<file path="config.mk">
export PLATFORM = sky130hd
export DESIGN_NAME = bug_pos_ctl
export DESIGN_NICKNAME = d
export VERILOG_FILES = /design/src/rtl/bug_pkg.sv /design/src/rtl/bug_lfsr.sv /design/src/rtl/bug_pos_ctl.sv
export SDC_FILE = /design/constraint.sdc
export NUM_CORES = 1
export LEC_CHECK = 0
export BUFFER_PORTS_ARGS = -buffer_cell sky130_fd_sc_hd__buf_2
export CAP_MARGIN = 40
export CORE_MARGIN = 4
export CORE_UTILIZATION = 30
export DETAILED_ROUTE_END_ITERATION = 12
export SLEW_MARGIN = 25
export SYNTH_ARGS = -nofsm -noshare
export SYNTH_HDL_FRONTEND = slang
export SYNTH_SLANG_ARGS = --single-unit
</file>
<file path="constraint.sdc">
create_clock -name pclk -period 3 [get_ports pclk]
set_input_delay 0.6 -clock pclk [delete_from_list [all_inputs] [get_ports pclk]]
set_output_delay 0.6 -clock pclk [all_outputs]
set_load 0.005 [all_outputs]
</file>
<file path="src/rtl/bug_pkg.sv">
// Shared constants, state encoding and the per-axis step helper for the bug sprite position controller.
package bug_pkg;

  localparam int SCREEN_WIDTH  = 1024;
  localparam int SCREEN_HEIGHT = 768;
  localparam int BUG_WIDTH     = 54;
  localparam int BUG_HEIGHT    = 53;

  localparam logic [11:0] X_MAX = 12'(SCREEN_WIDTH - BUG_WIDTH);
  localparam logic [11:0] Y_MAX = 12'(SCREEN_HEIGHT - BUG_HEIGHT);
  localparam logic [11:0] X_C   = X_MAX / 12'd2;
  localparam logic [11:0] Y_C   = Y_MAX / 12'd2;

  typedef enum logic [1:0] {
    IDLE = 2'd0,
    RUN  = 2'd1,
    HIT  = 2'd2
  } bug_state_e;

  typedef struct packed {
    logic [11:0] pos;
    logic        neg;  // 1 = moving toward 0
  } axis_t;

  // One frame step on one axis. The 13-bit signed sum lets an underflow
  // below 0 be seen before it wraps.
  function automatic axis_t axis_step(input logic [11:0] pos, input logic neg,
                                      input logic [5:0] step, input logic [11:0] lim);
    logic signed [12:0] nx;
    axis_t r;
    nx = neg ? $signed({1'b0, pos}) - $signed({7'b0, step})
             : $signed({1'b0, pos}) + $signed({7'b0, step});
    r.pos = nx[11:0];
    r.neg = neg;
    if (nx >= $signed({1'b0, lim})) begin
      r.pos = lim;
      r.neg = 1'b1;
    end else if (nx <= 13'sd0) begin
      r.pos = '0;
      r.neg = 1'b0;
    end
    return r;
  endfunction

endpackage

</file>
<file path="src/rtl/bug_lfsr.sv">
// 16-bit Galois LFSR (taps 16,14,13,11) advancing every pclk; used for random respawn points.
module bug_lfsr (
  input  logic        pclk,
  input  logic        reset,
  output logic [15:0] out
);

  logic [15:0] r_lfsr;

  always_ff @(posedge pclk or negedge reset) begin
    if (!reset) r_lfsr <= 16'hACE1;
    else        r_lfsr <= {1'b0, r_lfsr[15:1]} ^ (r_lfsr[0] ? 16'hB400 : 16'h0000);
  end

  assign out = r_lfsr;

endmodule

</file>
<file path="src/rtl/bug_pos_ctl.sv">
// Per-frame bug sprite position controller: diagonal motion with edge bounce, start/stop/hit handling.
// Optional build macro BUG_RANDOM_RESPAWN_EN selects LFSR-based respawn instead of recentring.
module bug_pos_ctl
  import bug_pkg::*;
#(
  parameter int STEP       = 2,
  parameter int HIT_FRAMES = 30
) (
  input  logic        pclk,
  input  logic        reset,
  input  logic        vblnk_in,
  input  logic        start,
  input  logic        stop,
  input  logic        hit,
  output logic [11:0] x_bugpos,
  output logic [11:0] y_bugpos,
  output logic        moving,
  output logic [7:0]  hit_count,
  output bug_state_e  dbg_state
);

  localparam logic [5:0] STEP_W = STEP[5:0];
  localparam logic [7:0] HIT_W  = HIT_FRAMES[7:0];

  bug_state_e  r_state, w_state;
  logic [11:0] r_x, r_y, w_x, w_y;
  logic        r_dx, r_dy, w_dx, w_dy;
  logic [7:0]  r_frz, w_frz;
  logic [7:0]  r_hits, w_hits;
  logic        r_moving, w_moving;
  logic        r_vblnk_q;
  logic        w_tick;
  logic [11:0] w_rsp_x, w_rsp_y;
  axis_t       w_ax, w_ay;

`ifdef BUG_RANDOM_RESPAWN_EN
  logic [15:0] w_rnd;
  logic [11:0] w_rnd_x, w_rnd_y;

  bug_lfsr u_lfsr (
    .pclk  (pclk),
    .reset (reset),
    .out   (w_rnd)
  );

  // Folding the 10-bit draw back by the limit keeps every respawn on screen.
  assign w_rnd_x = {2'b00, w_rnd[9:0]};
  assign w_rnd_y = {2'b00, w_rnd[15:6]};
  assign w_rsp_x = (w_rnd_x > X_MAX) ? (w_rnd_x - X_MAX) : w_rnd_x;
  assign w_rsp_y = (w_rnd_y > Y_MAX) ? (w_rnd_y - Y_MAX) : w_rnd_y;
`else
  assign w_rsp_x = X_C;
  assign w_rsp_y = Y_C;
`endif

  assign w_tick = vblnk_in & ~r_vblnk_q;
  assign w_ax   = axis_step(r_x, r_dx, STEP_W, X_MAX);
  assign w_ay   = axis_step(r_y, r_dy, STEP_W, Y_MAX);

  always_ff @(posedge pclk or negedge reset) begin
    if (!reset) begin
      r_state   <= IDLE;
      r_x       <= X_C;
      r_y       <= Y_C;
      r_dx      <= 1'b0;
      r_dy      <= 1'b0;
      r_frz     <= '0;
      r_hits    <= '0;
      r_moving  <= 1'b0;
      r_vblnk_q <= 1'b0;
    end else begin
      r_state   <= w_state;
      r_x       <= w_x;
      r_y       <= w_y;
      r_dx      <= w_dx;
      r_dy      <= w_dy;
      r_frz     <= w_frz;
      r_hits    <= w_hits;
      r_moving  <= w_moving;
      r_vblnk_q <= vblnk_in;
    end
  end

  // Event priority is stop > hit > start > tick; a tick lost to a higher event is not replayed.
  always_comb begin
    w_state = r_state;
    w_x     = r_x;
    w_y     = r_y;
    w_dx    = r_dx;
    w_dy    = r_dy;
    w_frz   = r_frz;
    w_hits  = r_hits;
    case (r_state)
      IDLE: begin
        if (stop) begin
          w_x = X_C;
          w_y = Y_C;
        end else if (start) begin
          w_state = RUN;
        end
      end
      RUN: begin
        if (stop) begin
          w_state = IDLE;
          w_x     = X_C;
          w_y     = Y_C;
        end else if (hit) begin
          w_state = HIT;
          w_frz   = HIT_W;
          if (r_hits != 8'hFF) w_hits = r_hits + 8'd1;
        end else if (w_tick) begin
          w_x  = w_ax.pos;
          w_dx = w_ax.neg;
          w_y  = w_ay.pos;
          w_dy = w_ay.neg;
        end
      end
      HIT: begin
        if (stop) begin
          w_state = IDLE;
          w_x     = X_C;
          w_y     = Y_C;
          w_frz   = '0;
        end else if (w_tick) begin
          if (r_frz <= 8'd1) begin
            w_state = RUN;
            w_frz   = '0;
            w_x     = w_rsp_x;
            w_y     = w_rsp_y;
            w_dx    = ~r_dx;
            w_dy    = ~r_dy;
          end else begin
            w_frz = r_frz - 8'd1;
          end
        end
      end
      default: w_state = IDLE;
    endcase
    w_moving = (w_state == RUN);
  end

  assign x_bugpos  = r_x;
  assign y_bugpos  = r_y;
  assign moving    = r_moving;
  assign hit_count = r_hits;
  assign dbg_state = r_state;

endmodule
</file>
### After elaboration in Yosys (flattened, before gate mapping)

Index checks and enable logic that the tools add are counted.

| operators by class | value |
|---|---|
| $add $sub $neg | 6 |
| multipliers | 0 |
| divide/modulo/power cells | 0 |
| order comparisons | 5 |
| eq/ne operators | 18 |
| shifts and indexed selects | 0 |
| multiplexer cells | 50 |
| bitwise logic cells | 5 |
| reductions and logical operators | 8 |

Operators with widths:

| cell | count |
|---|---|
| 2-to-1 mux 12 bit | 14 |
| 2-to-1 mux 13 bit | 6 |
| one-hot mux 12 bit (3 select lines) | 2 |
| 2-to-1 mux 8 bit | 5 |
| adder 12 x 2 -> 13 bit (second input constant) | 2 |
| greater-or-equal comparator 13 x 11 -> 1 bit (second input constant) | 2 |
| <= comparator 13 x 1 -> 1 bit (second input constant) | 2 |
| subtractor 12 x 2 -> 13 bit (second input constant) | 2 |
| inequality test 3 bit (second input constant) | 6 |
| inequality test 2 bit (second input constant) | 8 |
| one-hot mux 8 bit (2 select lines) | 1 |
| AND reduction 8 bit | 2 |
| 2-to-1 mux 2 bit | 7 |
| 2-to-1 mux 1 bit | 12 |
| adder 8 x 1 -> 8 bit (second input constant) | 1 |
| <= comparator 8 x 1 -> 1 bit (second input constant) | 1 |
| inequality test 8 bit (second input constant) | 1 |
| AND reduction 4 bit | 2 |
| subtractor 8 x 1 -> 8 bit (second input constant) | 1 |
| one-hot mux 2 bit (3 select lines) | 1 |
| AND reduction 6 bit | 1 |
| == test 2 x 1 -> 1 bit (second input constant) | 2 |
| NOT 1 bit | 4 |
| one-hot mux 1 bit (2 select lines) | 2 |
| other kinds (5) | 5 |

| storage, ports and cells | value |
|---|---|
| register bits after elaboration | 46 |
| latch bits | 0 |
| memory bits (writable) | 0 |
| memory bits (read-only) | 0 |
| input port bits | 6 |
| logic and storage cells | 101 |
| memories kept | 0 |

### Longest topological paths before layout

Gate-level depths: netlist of the first run.

| logic depth | value |
|---|---|
| depth in word-level cells | 9 |
| mapped depth | 10 |

### Worst setup path before layout of the first run

No wires, ideal clock.

| timing | value |
|---|---|
| path kind | reg-to-reg |
| start | register r_dx |
| end | register r_x[1] (netlist: x_bugpos[1]) |
| library setup time | 0.085 ns |
| arrival | 2.816 ns |
| slack | 0.099 ns |
| cell stages (with the launch flop) | 10 |
| clock period less this slack | 2.901 ns |
| cell sequence | dfrtp_1 ha_1 nor2b_1 o31a_1 or4_1 a31oi_1 xor2_1 or4_1 and3_1 o22ai_1 |

| between the ends | value |
|---|---|
| cells in the longest elaborated chain, start to end | 8 |
| elaborated cells between the ends (all ways) | 9 |

RTL lines:

| item | line | RTL |
|---|---|---|
| start: declaration | bug_pos_ctl.sv:27 | `logic r_dx, r_dy, w_dx, w_dy;` |
| start signal: assignment | bug_pos_ctl.sv:75 | `r_dx <= w_dx;` |
| 2-to-1 mux 13 bit * | bug_pkg.sv:31 | `nx = neg ? $signed({1'b0, pos}) - $signed({7'b0, step})` |
| <= comparator 13 x 1 -> 1 bit | bug_pkg.sv:38 | `end else if (nx <= 13'sd0) begin` |
| 2-to-1 mux 13 bit | bug_pkg.sv:38 |  |
| 2-to-1 mux 13 bit * | bug_pkg.sv:35 | `if (nx >= $signed({1'b0, lim})) begin` |
| 2-to-1 mux 12 bit * | bug_pos_ctl.sv:111 | `end else if (w_tick) begin` |
| 2-to-1 mux 12 bit * | bug_pos_ctl.sv:107 | `end else if (hit) begin` |
| 2-to-1 mux 12 bit * | bug_pos_ctl.sv:103 | `if (stop) begin` |
| one-hot mux 12 bit (3 select lines) * | bug_pos_ctl.sv:93 | `case (r_state)` |
| end signal: assignment | bug_pos_ctl.sv:73 | `r_x <= w_x;` |
| end: declaration | bug_pos_ctl.sv:26 | `logic [11:0] r_x, r_y, w_x, w_y;` |

Every way passes the cells marked *; elsewhere a longest branch is shown, timed or not. The select of a mux whose other input is x is not followed.
A chain may end at the register's enable or synchronous reset.

### Worst setup path in the final report of the first run

| timing | value |
|---|---|
| start | register r_dy |
| end | register r_dy |

| between the ends | value |
|---|---|
| cells in the longest elaborated chain, start to end | 7 |
| elaborated cells between the ends (all ways) | 14 |

RTL lines:

| item | line | RTL |
|---|---|---|
| start: declaration | bug_pos_ctl.sv:27 |  |
| start signal: assignment | bug_pos_ctl.sv:76 | `r_dy <= w_dy;` |
| 2-to-1 mux 13 bit | bug_pkg.sv:31 |  |
| greater-or-equal comparator 13 x 11 -> 1 bit | bug_pkg.sv:35 |  |
| 2-to-1 mux 13 bit | bug_pkg.sv:35 |  |
| 2-to-1 mux 1 bit | bug_pos_ctl.sv:111 |  |
| 2-to-1 mux 1 bit | bug_pos_ctl.sv:107 |  |
| 2-to-1 mux 1 bit | bug_pos_ctl.sv:103 |  |
| one-hot mux 1 bit (2 select lines) | bug_pos_ctl.sv:93 |  |

Several ways; a longest one is shown, not always the timed one. The select of a mux whose other input is x is not followed.

==> reports/results.tsv, run 1 <==
stage	metric	value	unit
clocking	H-tree levels	2	
clocking	CTS Buf Count	5	
detailed_routing	DR iter-0 viols	108	
power_and_ir_drop	leakage	1.79	nW
grt	largest net degree at the start of global routing	25	
detailed_routing	wire per inst	14.8	um
placed_design	DP Area	3690	um^2
sta	smallest hold slack	0.251	ns
cells_and_area	Layout Area Growth over Synthesis	20.9	%
sta	Setup WS post-layout	0.100	ns
detailed_routing	Detail Route Antenna Nets	0	
clocking	CTS Buffer Depth	2	
placed_design	placed insts	539	
yosys	mapped cell area	3170	um^2
floorplan	core box area	10300	um^2
grt	vias in the first global route	2817	
yosys	Yosys warnings	0	
sta	fmax	345	MHz
cells_and_area	Finished Core Util	37.2	%
yosys	syn_area_per_cell	9.14	um^2
clocking	worst skew pair latency	0.31	ns
worst_setup_path	WP data required	3.20	ns
yosys	Synth cell types	55	
yosys	Gate Count Post-Synth	347	
yosys	Yosys reg bits	46	
clocking	CTS tree	done	
detailed_routing	drt total wl	8130	um
sta	worst-margin pin slew	0.619	ns
detailed_routing	# DRC	0	
clocking	cts-stage hold buffer count	0	
sta	Fin. Hold Viols	0	
cells_and_area	Antenna Cells	0	
detailed_routing	DR pass1 iterations	4	
cells_and_area	post-layout instance area	3840	um^2
worst_setup_path	crit-path max FO	7	
floorplan	IO Count	41	
worst_setup_path	critical path class	register to register	
sta	crit path time final	2.90	ns
floorplan	die area	12300	um^2
grt	first-pass GRT wire length	13700	um
placed_design	Buffers on Ports	40	
yosys	Post-synth ARST share	100	%
sta	max_slew headroom	58.4	%
cells_and_area	Filler Cell Count	1069	
floorplan	chip height	111	um
hold_path	Hold Path Class	primary input to async pin	
clocking	clock root buffer	clkbuf_8	
clocking	CTS clk-pin slew, worst paths	0.10	ns
cells_and_area	fraction of layout instances using a drive strength above 1	23.4	%
grt	Total GRT Usage	13.2	%
detailed_routing	via count	2853	
worst_setup_path	arrival time at the worst endpoint	3.10	ns
clocking	Sink Count	46	
sta	Final Setup Violations	0	
floorplan	width of the die	111	um
yosys	post-synthesis sequential area ratio	36.7	%
worst_setup_path	reg-to-reg critical path startpoint	r_dy	
cells_and_area	non-filler instance count after layout	550	
worst_setup_path	Worst R2R End	r_dy	
sta	Final Max Tran Viols	0	
sta	Fin Clk Skew	0.0133	ns
floorplan	Starting Density	30.7	%
cells_and_area	register area	1170	um^2
power_and_ir_drop	worst IR drop on VDD	0.243	mV
grt	GRT Residual Overflow	0	
worst_setup_path	CP Capture Type	register	
cells_and_area	Layout Nets	446	
sta	fin crit share	96.7	%
placed_design	DPL Wire Length	6270	um
grt	antenna violations before repair	0	
sta	Sum Neg Setup Slack	0	ns
status	status	completed	
yosys	Post-Syn Nets	380	
placed_design	gpl congestion	0.846	
worst_setup_path	critical path launch point type	register	
floorplan	FP Rows	37	
detailed_routing	vias per std cell	5.19	
worst_setup_path	Worst Reg-to-Reg Cells	10	
placed_design	setup slack at placement	0.0441	ns
power_and_ir_drop	Final Power	3.19	mW
worst_setup_path	crit path launch	r_dy	
cells_and_area	multi-input gate area in the final layout	1970	um^2
worst_setup_path	r2r setup slk	0.10	ns
run	Max-cap violations	0	
yosys	Top FF cell, synth	dfrtp_1	
power_and_ir_drop	Power Dens Cells	831	nW/um^2
yosys	EDFF count, synth	0	
worst max-delay path by stage:
stage | end | cells past startpoint
2_1_floorplan | x_bugpos[1] | 9
3_3_place_gp | r_dy | 9
3_5_place_dp | r_dy | 9
4_1_cts | r_dy | 9
5_1_grt | r_dy | 10
6_report | r_dy | 10
kinds of logic after synthesis:
family	Yosys count	synth area share (%)
buf+inv	17	2.01
xor+xnor	25	7.14
mux	1	0.355
simple gates	121	19.2
flops	46	36.7
fa+ha+maj	27	11.1
compound gates	110	23.4
layer usage:
| metal | vias to the layer above | part of all wire, % | track usage, % |
|---|---|---|---|
| li1 | 1415 | - | - |
| met1 | 1373 | 47 | 17.1 |
| met2 | 57 | 49 | 22.9 |
| met3 | 8 | 3.0 | 2.07 |
| met4 | 0 | 1.2 | 3.45 |
| met5 | - | 0 | 0 |
cell type report:
type	instances	share of cell area (%)
clock buffers	5	1.79
clock inverters	3	0.652
inverters	13	1.27
multi-input cells	284	51.4
flip-flops and latches	46	30.4
well taps	136	4.44
repair buffers	63	10.0
critical path: stages (launching register included):
cell and delay, ns:
dfrtp_1 0.39, buf_4 0.15, fa_1 0.40, a21o_1 0.21, a21oi_1 0.22, xnor2_2 0.12, or3_1 0.35, a32o_1 0.28
a22oi_4 0.22, a311oi_1 0.08, o32a_1 0.36
placed cells by master (no fill, tap or decap), types with 9 or more instances in the layout:
cell,Yosys,layout
buf_2,0,40
a21oi_1,37,37
dfrtp_1,35,34
nor2_1,28,28
nand2_1,27,27
ha_1,25,25
buf_4,0,22
o21ai_0,15,15
xnor2_1,15,14
inv_1,13,13
a21o_1,13,13
dfstp_2,11,11
nand2b_1,10,10
nor3_1,10,9
xor2_1,9,9
where the power goes:
group / internal, mW / switching [mW] / total (mW)
sequential: 0.722 / 0.0964 / 0.818
combinational: 0.852 / 1.12 / 1.97
clock: 0.169 / 0.232 / 0.401
state kept, by name, indices dropped and copies added, names as in the netlist:
name / count
dbg_state: 2
hit_count: 8
moving: 1
r_dx: 1
r_dy: 1
r_frz: 8
r_vblnk_q: 1
x_bugpos: 12
y_bugpos: 12
cells in the mapped netlist (all sizes together) (3+ instances only):
library cell,instances,share of area [%]
a21oi,38,6.1
dfrtp,35,28
nor2,28,3.3
nand2,27,3.2
ha,25,9.9
xnor2,16,4.7
o21ai,15,2.4
a21o,13,3.1
inv,13,1.5
dfstp,11,9.1
nand2b,10,2.0
nor3,10,1.6
xor2,9,2.5
nand3,7,1.1
nand4,7,1.4
or3,6,1.2
a31oi,5,1.2
and2,5,0.99
nor4,5,0.99
o21a,5,1.2
a311oi,4,1.1
clkbuf,4,0.47
nor2b,4,0.79
o31ai,4,1.1
a22o,3,0.83
and3,3,0.59
o22a,3,0.83
or4,3,0.71
repair_timing:
item | 4_1_cts | 5_1_grt
resized for setup | 0 | 7
buffers inserted | 0 | 3
setup endpoints to repair | 0 | 16
Power figures use the tool's default switching activity.
==> run 2: changes to the inputs <==
ABC_AREA = 1   (was unset)
RECOVER_POWER = 25   (was unset)
==> reports/results.tsv, run 2 <==
stage	metric	value	unit
status	status	completed	
grt	GRT Residual Overflow	0	
placed_design	Buffers on Ports	40	
cells_and_area	most common cell after layout, fill and taps aside	nand2_1	
worst_setup_path	crit-path max FO	14	
cells_and_area	Antenna Cells	0	
clocking	H-tree levels	2	
yosys	Post-Syn Nets	621	
power_and_ir_drop	NetSw	2.15	mW
yosys	mapped cell area	3910	um^2
floorplan	Starting Density	30.9	%
floorplan	chip height	122	um
power_and_ir_drop	leakage	2.41	nW
power_and_ir_drop	Power Dens Cells	937	nW/um^2
yosys	most frequent cell after synthesis	nand2_1	
yosys	Yosys reg bits	46	
grt	largest net degree at the start of global routing	38	
hold_path	Hold Path Class	primary input to async pin	
yosys	Synth area leader	dfrtp_1	
worst_setup_path	reg-to-reg critical path startpoint	r_dy	
detailed_routing	DR pass1 iterations	4	
floorplan	FP Rows	41	
sta	max_slew headroom	39.2	%
power_and_ir_drop	Clock Power Share	12.6	%
worst_setup_path	critical path endpoint	r_dy	
clocking	CTS Buf Count	5	
yosys	Synth cell types	39	
yosys	most frequent cells after synthesis	192 x nand2_1, 84 x inv_1, 71 x nand3_1, 48 x nor2_1, 35 x dfrtp_1	
worst_setup_path	arrival time at the worst endpoint	2.87	ns
sta	crit path time final	2.70	ns
clocking	CTS tree	done	
sta	Final Setup Violations	0	
cells_and_area	Layout Nets	667	
clocking	post_cts resized	0	
sta	Final Max Tran Viols	0	
power_and_ir_drop	Comb pwr share	64.8	%
floorplan	core box area	12700	um^2
yosys	Yosys warnings	0	
detailed_routing	vias per std cell	4.54	
floorplan	IO Count	41	
cells_and_area	Finished Core Util	35.1	%
detailed_routing	wire per inst	11.7	um
clocking	CTS clk-pin slew, worst paths	0.06	ns
power_and_ir_drop	switching part of the total	51.6	%
clocking	Sink Count	46	
worst_setup_path	r2r setup slk	0.30	ns
detailed_routing	Detail Route Antenna Nets	0	
grt	vias in the first global route	3544	
cells_and_area	most frequent cells in the layout	192 x nand2_1, 84 x inv_1, 71 x nand3_1	
floorplan	die area	14900	um^2
worst_setup_path	Worst Reg-to-Reg Cells	17	
sta	RSZ-0062 raised after global routing	no	
yosys	Gate Count Post-Synth	588	
power_and_ir_drop	part of the power in registers	22.6	%
yosys	post-synthesis sequential area ratio	29.8	%
yosys	top area cells in the synthesized netlist	dfrtp_1 22%, nand2_1 18%, nand3_1 9.1%	
yosys	syn_area_per_cell	6.65	um^2
clocking	CTS Buffer Depth	2	
sta	Fin Clk Skew	0.00481	ns
cells_and_area	Layout Area Growth over Synthesis	13.8	%
grt	first-pass GRT wire length	16300	um
sta	worst-margin pin slew	0.912	ns
grt	Total GRT Usage	13.2	%
worst_setup_path	WP data required	3.17	ns
placed_design	gpl congestion	0.847	
run	Max-cap violations	0	
worst_setup_path	Worst R2R End	r_dy	
power_and_ir_drop	worst IR drop on VDD	0.406	mV
yosys	Top FF cell, synth	dfrtp_1	
detailed_routing	via count	3666	
cells_and_area	fraction of layout instances using a drive strength above 1	14.6	%
power_and_ir_drop	Final Power	4.17	mW
yosys	Synth top area share	22.4	%
detailed_routing	# DRC	0	
yosys	Post-synth ARST share	100	%
sta	fmax	371	MHz
clocking	clock root buffer	clkbuf_16	
floorplan	width of the die	122	um
clocking	cts-stage hold buffer count	0	
placed_design	DPL Wire Length	7600	um
sta	Sum Neg Setup Slack	0	ns
detailed_routing	drt total wl	9470	um
clocking	worst skew pair latency	0.28	ns
worst_setup_path	critical path launch point type	register	
clocking	Post-CTS Setup Inserts	0	
worst_setup_path	critical path class	register to register	
worst_setup_path	crit path launch	r_dy	
grt	antenna violations before repair	0	
yosys	EDFF count, synth	0	
sta	Fin. Hold Viols	0	
worst_setup_path	CP Capture Type	register	
power_and_ir_drop	internal power	2.02	mW
detailed_routing	DR iter-0 viols	227	
sta	fin crit share	90.0	%
run 2: cell count changes after synthesis, moves of 11 or more:
cell / delta
inv_1: +71
nand3_1: +64
nor2_1: +20
a21o_1: -13
xnor2_1: -11
a21oi_1: -19
nand2_1: +165
run 2: worst min-delay path by stage:
stage | cells past startpoint | end | start
finish | 1 | r_frz[6] | reset
global route | 1 | r_frz[5] | reset
CTS | 1 | y_bugpos[11] | reset
detailed placement | 2 | x_bugpos[0] | x_bugpos[0]
global placement | 2 | x_bugpos[0] | x_bugpos[0]
floorplan | 0 | dbg_state[0] | reset
run 2: layer usage:
layer,track usage (%),share of wire [%],vias up
met4,2.87,0.96,0
li1,-,-,1968
met3,2.88,4.9,9
met1,18.3,51,1638
met5,0,0,-
met2,21.1,43,51
run 2: cell type report:
cell class	count	area (um^2)
Inverter	92	345
Timing Repair Buffer	43	218
Sequential cell	46	1160
Clock inverter	2	10.0
Fill cell	1399	8220
Tap cell	172	215
Clock buffer	6	129
Multi-Input combinational cell	446	2370
run 2: power by group through the flow:
stage	clock, mW	sequential [mW]	combinational (mW)
final	0.525	0.945	2.70
after global routing	0.567	0.970	3.10
after CTS	0.544	0.947	2.71
after detailed placement	0	0.955	2.69
after global placement	0	0.954	2.70
after floorplan	0	0.932	2.08
run 2: worst max-delay path, stage by stage (launching register included):
cell and delay, ns:
dfrtp_1 0.75, ha_1 0.44, inv_1 0.08, nand2_1 0.07, nand3_1 0.13, nand2_1 0.10, nand2_1 0.09, nand2_1 0.05
nand2_1 0.06, nand2_1 0.05, nand2_1 0.14, inv_1 0.06, nand2_1 0.10, clkinv_1 0.15, nand3_1 0.14, nand2_1 0.06
nand2_1 0.06, nand2_1 0.05
run 2: logic make-up after synthesis:
kind of cell / after synthesis / share of synthesized area [%]
flip-flops: 46 / 29.8
buffers and inverters: 96 / 9.63
AND/OR/NAND/NOR: 346 / 38.0
XOR/XNOR: 14 / 3.52
adder cells (fa/ha/maj): 27 / 9.02
AO/OA/AOI/OAI: 59 / 10.0
run 2: through the flow:
stage	instance area [um^2]	instances	hold WS, ns	setup WS [ns]
after floorplan	3910	588	0.304	0.661
after global placement	4320	799	0.465	0.371
after detailed placement	4320	799	0.461	0.321
after CTS	4460	807	0.179	0.309
after global routing	4450	807	0.327	0.0179
final	4450	807	0.282	0.301
